## src/rtl/text_pkg.sv

```systemverilog
// Shared constants and types for the text cursor write controller.
package text_pkg;

    // Default screen geometry
    localparam int COLS  = 32;
    localparam int ROWS  = 4;
    localparam int COL_W = 5;
    localparam int ROW_W = 2;

    // ASCII codes interpreted by the controller
    localparam logic [7:0] ASCII_BS    = 8'h08;
    localparam logic [7:0] ASCII_LF    = 8'h0A;
    localparam logic [7:0] ASCII_FF    = 8'h0C;
    localparam logic [7:0] ASCII_CR    = 8'h0D;
    localparam logic [7:0] ASCII_SPACE = 8'h20;
    localparam logic [7:0] PRINT_LO    = 8'h20;
    localparam logic [7:0] PRINT_HI    = 8'h7E;

    // Controller states: IDLE accepts bytes, CLEAR sweeps the screen
    typedef enum logic {
        ST_IDLE  = 1'b0,
        ST_CLEAR = 1'b1
    } state_t;

    function automatic logic is_printable(input logic [7:0] b);
        return (b >= PRINT_LO) && (b <= PRINT_HI);
    endfunction

endpackage

```

## src/rtl/clear_sweeper.sv

```systemverilog
// Row-major cell counter used to blank the whole screen, one cell per step.
// Cell 0 is written by the parent on the start edge, so start preloads 1.
module clear_sweeper #(
    parameter int ROW_W = 2,
    parameter int COL_W = 5
) (
    input  logic             clk,
    input  logic             reset,
    input  logic             start,
    input  logic             step,
    output logic [ROW_W-1:0] row,
    output logic [COL_W-1:0] col,
    output logic             done
);
    localparam int CNT_W = ROW_W + COL_W;

    logic [CNT_W-1:0] cnt;

    // Counter advances per step; done flags once the last cell has been issued
    always_ff @(posedge clk or negedge reset) begin
        if (!reset) begin
            cnt  <= '0;
            done <= 1'b1;
        end else if (start) begin
            cnt  <= CNT_W'(1);
            done <= 1'b0;
        end else if (step) begin
            cnt <= cnt + CNT_W'(1);
            if (&cnt)
                done <= 1'b1;
        end
    end

    assign {row, col} = cnt;

endmodule

```

## src/rtl/text_cursor_ctrl.sv

```systemverilog
// Terminal-style write controller: decodes UART bytes into text RAM writes,
// tracks the cursor and runs a full-screen clear on form feed.
module text_cursor_ctrl
    import text_pkg::*;
#(
    parameter int COLS  = 32,
    parameter int ROWS  = 4,
    parameter int COL_W = $clog2(COLS),
    parameter int ROW_W = $clog2(ROWS)
) (
    input  logic             clk,
    input  logic             reset,
    input  logic [7:0]       rx_data,
    input  logic             rx_valid,
    output logic             rx_ready,
    output logic             we,
    output logic [ROW_W-1:0] w_row,
    output logic [COL_W-1:0] w_col,
    output logic [7:0]       w_data,
    output logic [ROW_W-1:0] cur_row,
    output logic [COL_W-1:0] cur_col,
    output logic             dropped
);

    state_t           state, state_d;
    logic             rx_ready_d, we_d, dropped_d;
    logic [ROW_W-1:0] w_row_d, cur_row_d;
    logic [COL_W-1:0] w_col_d, cur_col_d;
    logic [7:0]       w_data_d;

    logic             sweep_start, sweep_step, sweep_done;
    logic [ROW_W-1:0] sweep_row;
    logic [COL_W-1:0] sweep_col;
    logic             accept;

    assign accept = rx_valid && rx_ready;

    clear_sweeper #(
        .ROW_W (ROW_W),
        .COL_W (COL_W)
    ) u_sweep (
        .clk   (clk),
        .reset (reset),
        .start (sweep_start),
        .step  (sweep_step),
        .row   (sweep_row),
        .col   (sweep_col),
        .done  (sweep_done)
    );

    // State and all outputs are registered; the comb block computes their next values
    always_ff @(posedge clk or negedge reset) begin
        if (!reset) begin
            state    <= ST_IDLE;
            rx_ready <= 1'b1;
            we       <= 1'b0;
            w_row    <= '0;
            w_col    <= '0;
            w_data   <= '0;
            cur_row  <= '0;
            cur_col  <= '0;
            dropped  <= 1'b0;
        end else begin
            state    <= state_d;
            rx_ready <= rx_ready_d;
            we       <= we_d;
            w_row    <= w_row_d;
            w_col    <= w_col_d;
            w_data   <= w_data_d;
            cur_row  <= cur_row_d;
            cur_col  <= cur_col_d;
            dropped  <= dropped_d;
        end
    end

    // Byte decode, cursor arithmetic and clear sequencing
    always_comb begin
        state_d     = state;
        rx_ready_d  = rx_ready;
        we_d        = 1'b0;
        w_row_d     = w_row;
        w_col_d     = w_col;
        w_data_d    = w_data;
        cur_row_d   = cur_row;
        cur_col_d   = cur_col;
        dropped_d   = dropped | (rx_valid & ~rx_ready);
        sweep_start = 1'b0;
        sweep_step  = 1'b0;

        case (state)
            ST_IDLE: begin
                if (accept) begin
                    if (is_printable(rx_data)) begin
                        we_d     = 1'b1;
                        w_row_d  = cur_row;
                        w_col_d  = cur_col;
                        w_data_d = rx_data;
                        // Treating {row,col} as one index gives col wrap into next row for free
                        {cur_row_d, cur_col_d} = {cur_row, cur_col} + (ROW_W + COL_W)'(1);
                    end else if (rx_data == ASCII_LF || rx_data == ASCII_CR) begin
                        cur_row_d = cur_row + ROW_W'(1);
                        cur_col_d = '0;
                    end else if (rx_data == ASCII_BS) begin
                        // Home position has nothing behind it: no erase, no move
                        if (cur_row != '0 || cur_col != '0) begin
                            {cur_row_d, cur_col_d} = {cur_row, cur_col} - (ROW_W + COL_W)'(1);
                            we_d     = 1'b1;
                            w_row_d  = cur_row_d;
                            w_col_d  = cur_col_d;
                            w_data_d = ASCII_SPACE;
                        end
                    end else if (rx_data == ASCII_FF) begin
                        // First sweep write (cell 0) goes out on this edge
                        state_d     = ST_CLEAR;
                        rx_ready_d  = 1'b0;
                        we_d        = 1'b1;
                        w_row_d     = '0;
                        w_col_d     = '0;
                        w_data_d    = ASCII_SPACE;
                        sweep_start = 1'b1;
                    end
                end
            end
            ST_CLEAR: begin
                if (sweep_done) begin
                    state_d    = ST_IDLE;
                    rx_ready_d = 1'b1;
                    cur_row_d  = '0;
                    cur_col_d  = '0;
                end else begin
                    we_d       = 1'b1;
                    w_row_d    = sweep_row;
                    w_col_d    = sweep_col;
                    w_data_d   = ASCII_SPACE;
                    sweep_step = 1'b1;
                end
            end
            default: state_d = ST_IDLE;
        endcase
    end

endmodule

```

## config.mk

```make
export PLATFORM = sky130hd
export DESIGN_NAME = text_cursor_ctrl
export DESIGN_NICKNAME = d
export VERILOG_FILES = /design/src/rtl/text_pkg.sv /design/src/rtl/clear_sweeper.sv /design/src/rtl/text_cursor_ctrl.sv
export SDC_FILE = /design/constraint.sdc
export NUM_CORES = 1
export LEC_CHECK = 0
export BUFFER_PORTS_ARGS = -buffer_cell sky130_fd_sc_hd__buf_2
export CORE_MARGIN = 2
export CORE_UTILIZATION = 56
export DETAILED_ROUTE_END_ITERATION = 8
export GPL_ROUTABILITY_DRIVEN = 0
export MAX_ROUTING_LAYER = met4
export PLACE_DENSITY_LB_ADDON = 0.25
export SLEW_MARGIN = 10
export SYNTH_ARGS = -nofsm -noshare
export SYNTH_HDL_FRONTEND = slang
export SYNTH_SLANG_ARGS = --single-unit
```

## constraint.sdc

```tcl
create_clock -name clk -period 3.5 [get_ports clk]
set_clock_uncertainty 0.2 [all_clocks]
set_input_delay 0.35 -clock clk [delete_from_list [all_inputs] [get_ports clk]]
set_output_delay 0.35 -clock clk [all_outputs]
set_load 0.1 [all_outputs]
```

==> impl_summary.md, run 1 <==
Floorplan
The die covers 4230 um^2. The count of standard-cell rows is 22. For this configuration, the core starts out at a cell density of 57.8%.

For this design the top-level I/O count stands at 36. In this run the horizontal extent of the chip is 65.0 um. In this run the vertical extent of the chip is 65.0 um. The area of the placeable core is 3610 um^2.

Routing
The overall via count from detail_route is 1903. The detailed router finished its first iteration with 234 violations. The routed wirelength normalized by instance count is 16.0 um. Using the TritonRoute via totals, the vias-per-cell ratio works out to 6.20. The total detailed-routing wirelength is 4.92 mm. For this run, design rule violations remaining after detail routing come to 0. Once detail routing completed, the nets flagged for antenna violations numbered 0. Before antenna repair, the detailed router went through 6 iterations.

Critical path
The worst endpoint required time is 3480 ps. STA classifies the critical path startpoint as a flop. The launching point of the worst reg2reg path is cur_col[1]$_DFFE_PN0P_.

For this run, the slowest stage of the critical path takes 480 ps. Of all nets on the critical path, the largest fanout is 10. The arrival time at the worst endpoint is 2780 ps.

The launch point of the critical path is cur_col[1]$_DFFE_PN0P_. The worst setup path is captured at a flop. The critical path start-end classification is flop to flop. Among all stages on the critical path, the largest delay is contributed by dfrtp_1. Traced cell by cell, the critical path runs through inv_1, ha_1, nor4b_4, a211oi_4, nor3_1, o21a_1, buf_4, mux2_4.

Timing
Setup repair after global routing left no endpoint under its margin. The number of max-slew violations in the final report is 0. The slew at the pin with the worst max-slew slack is 736 ps. Once routing completed, OpenROAD measured the worst setup slack at 703 ps. Setup violations remaining at the end of the flow were counted as 0. After layout, the worst path uses 79.9% of the clock period. Counting I/O delays and the setup requirement, the final critical path takes 2800 ps. The hold violation total from the final report is 0.

The headroom to the max-slew limit is 50.6%. After routing, the total negative slack on setup checks comes to 0 ps. Based on the critical path, the design can be clocked at up to 358 MHz.

The worst hold slack across all endpoints is 107 ps.

Clock tree
The clock root buffer is clkbuf_8. The clock tree synthesis step divided the H-tree into 2 levels. The count of instances resized after the clock tree is built is 0. Buffers inserted during clock tree synthesis total 5. The clock slew at the register clock pins of the worst setup and hold paths is 80 ps.

The TritonCTS clock tree is built. The clock network latency to the later pin of the worst-skew pair is 290 ps. The count of clock tree sinks is 34.

The maximum buffer depth of the clock tree is 2.

Synthesis
The number of nets handed over by synthesis was 239. The most common cell in the synthesized netlist is dfrtp_1. Counting flops with an async set or reset pin after synthesis yields a share of 100%. The top cell type by total area after synthesis is dfrtp_1. The commonest register cell after synthesis is dfrtp_1.

The synthesized instance count is 224. The total standard cell area after synthesis is 2080 um^2. The number of enable flip-flop cells after synthesis is 0. In the post-synthesis netlist, the biggest area contributors are dfrtp_1, nand2_1, o21ai_0. In this run, synthesis produced a sequential element count of 34. During synthesis, Yosys emitted a total of 0 warnings. The synthesized area per cell is 9.31 um^2. The share of the synthesized area in the top cell type is 38.4%.

Synthesis instantiated 54 different standard cells from the library. By count the netlist is led by dfrtp_1, nand2_1, nor2_1. The sequential-to-total area share from yosys stat is 40.9%.

Global route
The total track usage is 25.5%. The first global-routing pass estimated 8.02 mm of wire. The via count of the first global-routing pass came to 1716. Entering global routing, the biggest net connects 35 pins. The number of antenna violations at the first check in global routing is 0. After global routing the overflow that remains totals 0.

Cells and area
The fraction of final layout cells with drive strength greater than 1 is 23.6%. The final layout contains 273 nets. The antenna diode instance count is 0.

The area growth from synthesis to layout is 15.6%. Leaving out filler cells and counting taps, the final layout contains 307.

Power
Dividing total power by cell area gives a power density of 802 nW/um^2. The analysis attributes to cell leakage a power of 1.17 nW. VDD sags by at most 0.000541 V. The design draws 0.00193 W.

Placement
The pre-CTS setup slack is 603 ps. The half-perimeter wire length after placement is 3.46 mm. The total instance count after detailed placement is 298. Buffers placed on the I/O ports in this run total 35.

Job
The count of max-cap constraint violations is 0.

Min path
The path type of the worst min-delay path is input pin to flop. In this run the most critical hold path is launched from rx_valid.

Status
The flow ran to the end, and the final reports show no timing, DRC or antenna violations.
-- repair_timing --
action | in CTS | in global routing
hold buffers | 1 | 0
hold endpoints to repair | 32 | 0
setup buffers | 0 | 0
-- layout by cell type (no fill, tap or decap), drive strengths merged, types with 2 or more instances in the layout --
master and count:
a21o 8, and3b 2, xnor2 3, or4 3, o211ai 2, nor2 16, a221oi 3, o211a 2
mux2 4, nor4b 7, a31oi 4, buf 40, mux2i 3, and3 5, ha 4, clkinvlp 2
o22ai 4, o31ai 4, clkbuf 5, or3 2, dfstp 2, nand2 21, nand3 3, nor3b 3
o41ai 2, o21a 2, nor3 9, nand4 4, inv 14, o21ai 15, dfrtp 32, a21oi 8
nor4 2
-- cells by family (layout without fill, tap and decap cells) --
family | count (synthesis) | count (layout) | synth area share (%)
buffers and inverters | 28 | 63 | 5.94
XOR/XNOR | 4 | 4 | 1.68
multiplexers | 7 | 7 | 4.32
flip-flops | 34 | 34 | 40.9
adder cells (fa/ha/maj) | 4 | 4 | 2.40
AO/OA/AOI/OAI | 64 | 64 | 22.1
AND/OR/NAND/NOR | 83 | 83 | 22.6
-- worst max-delay path: cells and delay by family (launching register included) --
| family | cells | cell delay [ps] |
|---|---|---|
| multiplexers | 1 | 300 |
| buffers and inverters | 2 | 380 |
| flip-flops | 1 | 480 |
| AO/OA/AOI/OAI | 2 | 500 |
| AND/OR/NAND/NOR | 2 | 540 |
| adder cells (fa/ha/maj) | 1 | 280 |
-- final timing paths --
| check | to | slack [ps] | depth (start not counted) |
|---|---|---|---|
| setup / recovery | w_col[3]$_DFFE_PN0P_ | 700 | 8 |
| hold / removal | dropped$_DFF_PN0_ | 110 | 2 |
| min in group asynchronous | cur_col[0]$_DFFE_PN0P_ | 440 | 2 |
| setup reg to reg | w_col[3]$_DFFE_PN0P_ | 700 | 8 |
| hold reg to reg | dropped$_DFF_PN0_ | 260 | 1 |
| max in group asynchronous | u_sweep.cnt[3]$_DFFE_PN0P_ | 2180 | 2 |
-- power by group --
group	switching [W]	internal, W	total, W
combinational	0.000748	0.000223	0.000972
sequential	0.000123	0.000472	0.000595
clock	0.000153	0.000212	0.000365
total	0.00102	0.000908	0.00193
-- per-layer routing --
metal  up-vias  global-route usage, %  wire length, um  part of all wire [%]
met1       912                   34.0             2140                    43
met4         0                   10.7               87                   1.8
li1        893                      -                -                     -
met3        10                   3.82              315                   6.4
met2        88                   39.0             2380                    48
met5         -                      -                0                     0
-- sequential cells by signal, summed over array words and instances, names as in the netlist --
| signal | cells |
|---|---|
| cur_row | 2 |
| u_sweep.done | 1 |
| w_data | 8 |
| cur_col | 5 |
| rx_ready | 1 |
| state | 1 |
| w_col | 5 |
| w_row | 2 |
| u_sweep.cnt | 7 |
| we | 1 |
| dropped | 1 |
-- per-stage QoR --
stage          util, %  instance area, um^2
2_1_floorplan        -                 2080
3_3_place_gp      63.4                 2290
3_5_place_dp      63.4                 2290
4_1_cts           66.8                 2410
5_1_grt           66.8                 2410
6_report          66.8                 2410
-- area by class of cell --
type,instances,area [um^2]
fill,302,1200
clock buffer,5,68.8
clock inverter,3,45.0
timing repair buffer,41,223
tap,48,60.1
multi-input combinational,162,1110
sequential,34,853
inverter,14,52.6
(Power assumes the default switching activity.)
==> run 2: changes to the inputs <==
clock period = 2.7 ns   (was 3.5 ns; I/O delays follow)
==> run 2 against run 1 <==
  * Power rose by 27%
  * Worst setup slack got worse by 520 ps
  * Critical path depth did not move
  * Clock power fell by 2%
  * Largest power group unchanged
  * Clock-buffer cell count did not move
  * Maximum frequency rose by 11%
  * Combinational power rose by 38%
  * Sequential share of layout area fell by 0.26 points
  * Global-route usage rose by 0.58 points
  * First-iteration DRC count fell by 6.4%
  * Sequential cell count did not move
==> impl_summary.md, run 2 (synthesis results as in run 1) <==
Status
Outcome: finished, final reports clean (unchanged).

Cells and area
The net count of the finished layout was 279 (was 273). Most used cells in the layout excluding fill and tap cells: buf_2, dfrtp_1, nand2_1 (unchanged). The antenna diode instance count is 0 (unchanged). Regs by FF count: w_data: 8 flops, u_sweep.cnt: 7 flops (unchanged). The final cell count without fillers is 312 (was 307). The number of flip-flops in the largest register came to 8 (unchanged).

The largest register by flop count is w_data (unchanged). The share of the core filled with cells is 68.0% (was 66.8%). The finished layout cell area is 2450 um^2 (was 2410 um^2).

The commonest non-fill, non-tap cell in the layout was buf_2 (unchanged). The layout overhead on the synthesized area was 17.6% (was 15.6%). The fraction of final layout cells with drive strength greater than 1 is 26.1% (was 23.6%).

Floorplan
The number of top-level pins is 36 (unchanged). The count of standard-cell rows came to 22 (unchanged). The die width is 65.0 um (unchanged). The starting density of the core was 57.8% (unchanged). The die outline height is 65.0 um (unchanged).

The die footprint is 4230 um^2 (unchanged). The area of the placeable core came to 3610 um^2 (unchanged).

Routing
The top layer reached by signal wires was met4 (unchanged). The overall via count from detail_route is 1881 (was 1903). The total detailed-routing wirelength was 5.04 mm (was 4.92 mm).

The routed wirelength normalized by instance count was 16.1 um (was 16.0 um). The routed length on met3 is 292 um (was 315 um). The DRC marker count from the first detailed-route iteration came to 219 (was 234). The via density per instance is 6.03 (was 6.20). The wire length on met2 is 2.44 mm (was 2.38 mm). The detailed-router iteration count before antenna repair is 4 (was 6). The remaining antenna violation count is 0 (unchanged). The detailed-route wire length on metal 1 is 2.19 mm (was 2.14 mm). The detailed-route DRC error count is 0 (unchanged).

Critical path
The arrival time at the worst endpoint is 2520 ps (was 2780 ps). The endpoint kind of the worst setup timing path is a flop (unchanged). The most numerous cell on the critical path is o21ai_0. The biggest cell delay along the critical path came to 520 ps (was 480 ps).

The kind of launch point of the worst setup path is a flop (unchanged). The launch point of the critical path is cur_col[1]$_DFFE_PN0P_ (unchanged). The critical path start-end classification was flop to flop (unchanged). The launching point of the worst reg2reg path is cur_col[1]$_DFFE_PN0P_ (unchanged).

The slowest library cell on the worst path was dfrtp_4 (was dfrtp_1). The worst endpoint required time was 2710 ps (was 3480 ps). Critical Path, Cell by Cell: inv_1, ha_1, nor4b_4, a211oi_4, o41ai_4, buf_4, o21ai_0, o21ai_0 (was inv_1, ha_1, nor4b_4, a211oi_4, nor3_1, o21a_1, buf_4, mux2_4).

The critical-path maximum fanout was 10 (unchanged).

Timing
The headroom to the max-slew limit is 51.3% (was 50.6%). The number of max-slew violations in the final report is 0 (unchanged). The final setup TNS is 0 ps (unchanged). The post-layout minimum cycle time came to 2510 ps (was 2800 ps). The final-report setup violation count was 0 (unchanged). The hold violation total from the final report is 0 (unchanged).

RSZ-0062 raised after global routing: no (unchanged). The share of the cycle needed by the critical path after routing is 93.1% (was 79.9%). The slew at the pin with the worst max-slew slack is 731 ps (was 736 ps). The timing-limited maximum frequency came to 398 MHz (was 358 MHz).

Power
The leakage power came to 1.20 nW (was 1.17 nW). The sum of internal, switching and leakage power was 0.00246 W (was 0.00193 W). The power density of the placed cells was 1000 nW/um^2 (was 802 nW/um^2). The maximum resistive drop on vdd is 0.000595 V (was 0.000541 V).

Clock tree
The count of buffers added by post-CTS timing repair for setup is 0 (unchanged). The TritonCTS clock tree is built (unchanged). The count of clock tree sinks is 34 (unchanged). The total clock buffers created by CTS is 5 (unchanged). The clock slew at the register clock pins of the worst setup and hold paths is 70 ps (was 80 ps). The clock network latency to the later pin of the worst-skew pair is 280 ps (was 290 ps). The clock root buffer is clkbuf_8 (unchanged). The maximum buffer depth of the clock tree was 2 (unchanged). The depth of the CTS H-tree is 2 (unchanged).

Global route
The pin count of the biggest net entering global routing is 35 (unchanged). The first-pass GRT wire length is 8.09 mm (was 8.02 mm). The number of antenna violations at the first check in global routing is 0 (unchanged). The total congestion overflow is 0 (unchanged). The total track usage is 26.1% (was 25.5%). The via count of the first global-routing pass was 1686 (was 1716).

Placement
The count of input and output buffers is 35 (unchanged). The half-perimeter wire length after placement is 3.60 mm (was 3.46 mm). The cell area after placement was 2360 um^2 (was 2290 um^2). The total instance count after detailed placement was 304 (was 298).

Min path
The path type of the worst min-delay path is input pin to flop (unchanged). The start point of the worst hold path is rx_valid (unchanged).

Job
The count of max-cap constraint violations is 0 (unchanged).
run 2: cell count changes in the layout (fill, tap and decap cells not counted):
cell        previous run  this run
clkinv_2               0         2
buf_4                  5        10
clkinvlp_4             2         0
dfrtp_2                0         1
dfrtp_4                0         2
o41ai_2                1         0
dfrtp_1               32        29
o41ai_4                0         1
buf_12                 0         1
bufinv_16              1         0
run 2: critical path: cells and delay by family (launching register included):
kind / cells / cell delay, ps
AO/OA/AOI/OAI: 4 / 790
AND/OR/NAND/NOR: 1 / 330
flip-flops: 1 / 520
buffers and inverters: 2 / 320
adder cells (fa/ha/maj): 1 / 260
run 2: what timing repair did:
action | 4_1_cts | 5_1_grt
hold endpoints to repair | 32 | 0
gates resized for setup | 0 | 0
hold buffers | 1 | 0
run 2: per-layer routing:
| metal | global-route usage [%] | vias to the layer above |
|---|---|---|
| met4 | 9.90 | 0 |
| met1 | 34.8 | 901 |
| met2 | 38.9 | 62 |
| met5 | - | - |
| met3 | 5.90 | 12 |
| li1 | - | 906 |
run 2: stage by stage:
| step | setup WS, ps | hold slack (ps) |
|---|---|---|
| after floorplan | 13.0 | -226 |
| after global placement | 290 | 169 |
| after detailed placement | 212 | 173 |
| after CTS | 210 | 25.0 |
| after global routing | 73.9 | 45.8 |
| final | 187 | 30.8 |
run 2: final cells by class:
class	count	area (um^2)
fillers	300	1150
multi-input cells	162	1120
flip-flops and latches	34	862
repair buffers	47	280
clock buffers	5	68.8
well taps	48	60.1
inverters	14	52.6
clock inverters	2	10.0
run 2: power breakdown:
part           internal (W)  leakage [nW]  switching, W
registers          0.000622         0.405      0.000137
clock network      0.000173        0.0438      0.000184
logic              0.000322         0.755       0.00102
run 2: path summary, 6_finish.rpt:
kind,end,slack [ps],cells after the start
setup / recovery,cur_col[4]$_DFFE_PN0P_,190,8
hold reg to reg,dropped$_DFF_PN0_,270,1
min in group asynchronous,dropped$_DFF_PN0_,380,2
hold / removal,dropped$_DFF_PN0_,30,2
setup reg to reg,cur_col[4]$_DFFE_PN0P_,190,8
max in group asynchronous,cur_col[0]$_DFFE_PN0P_,1370,2
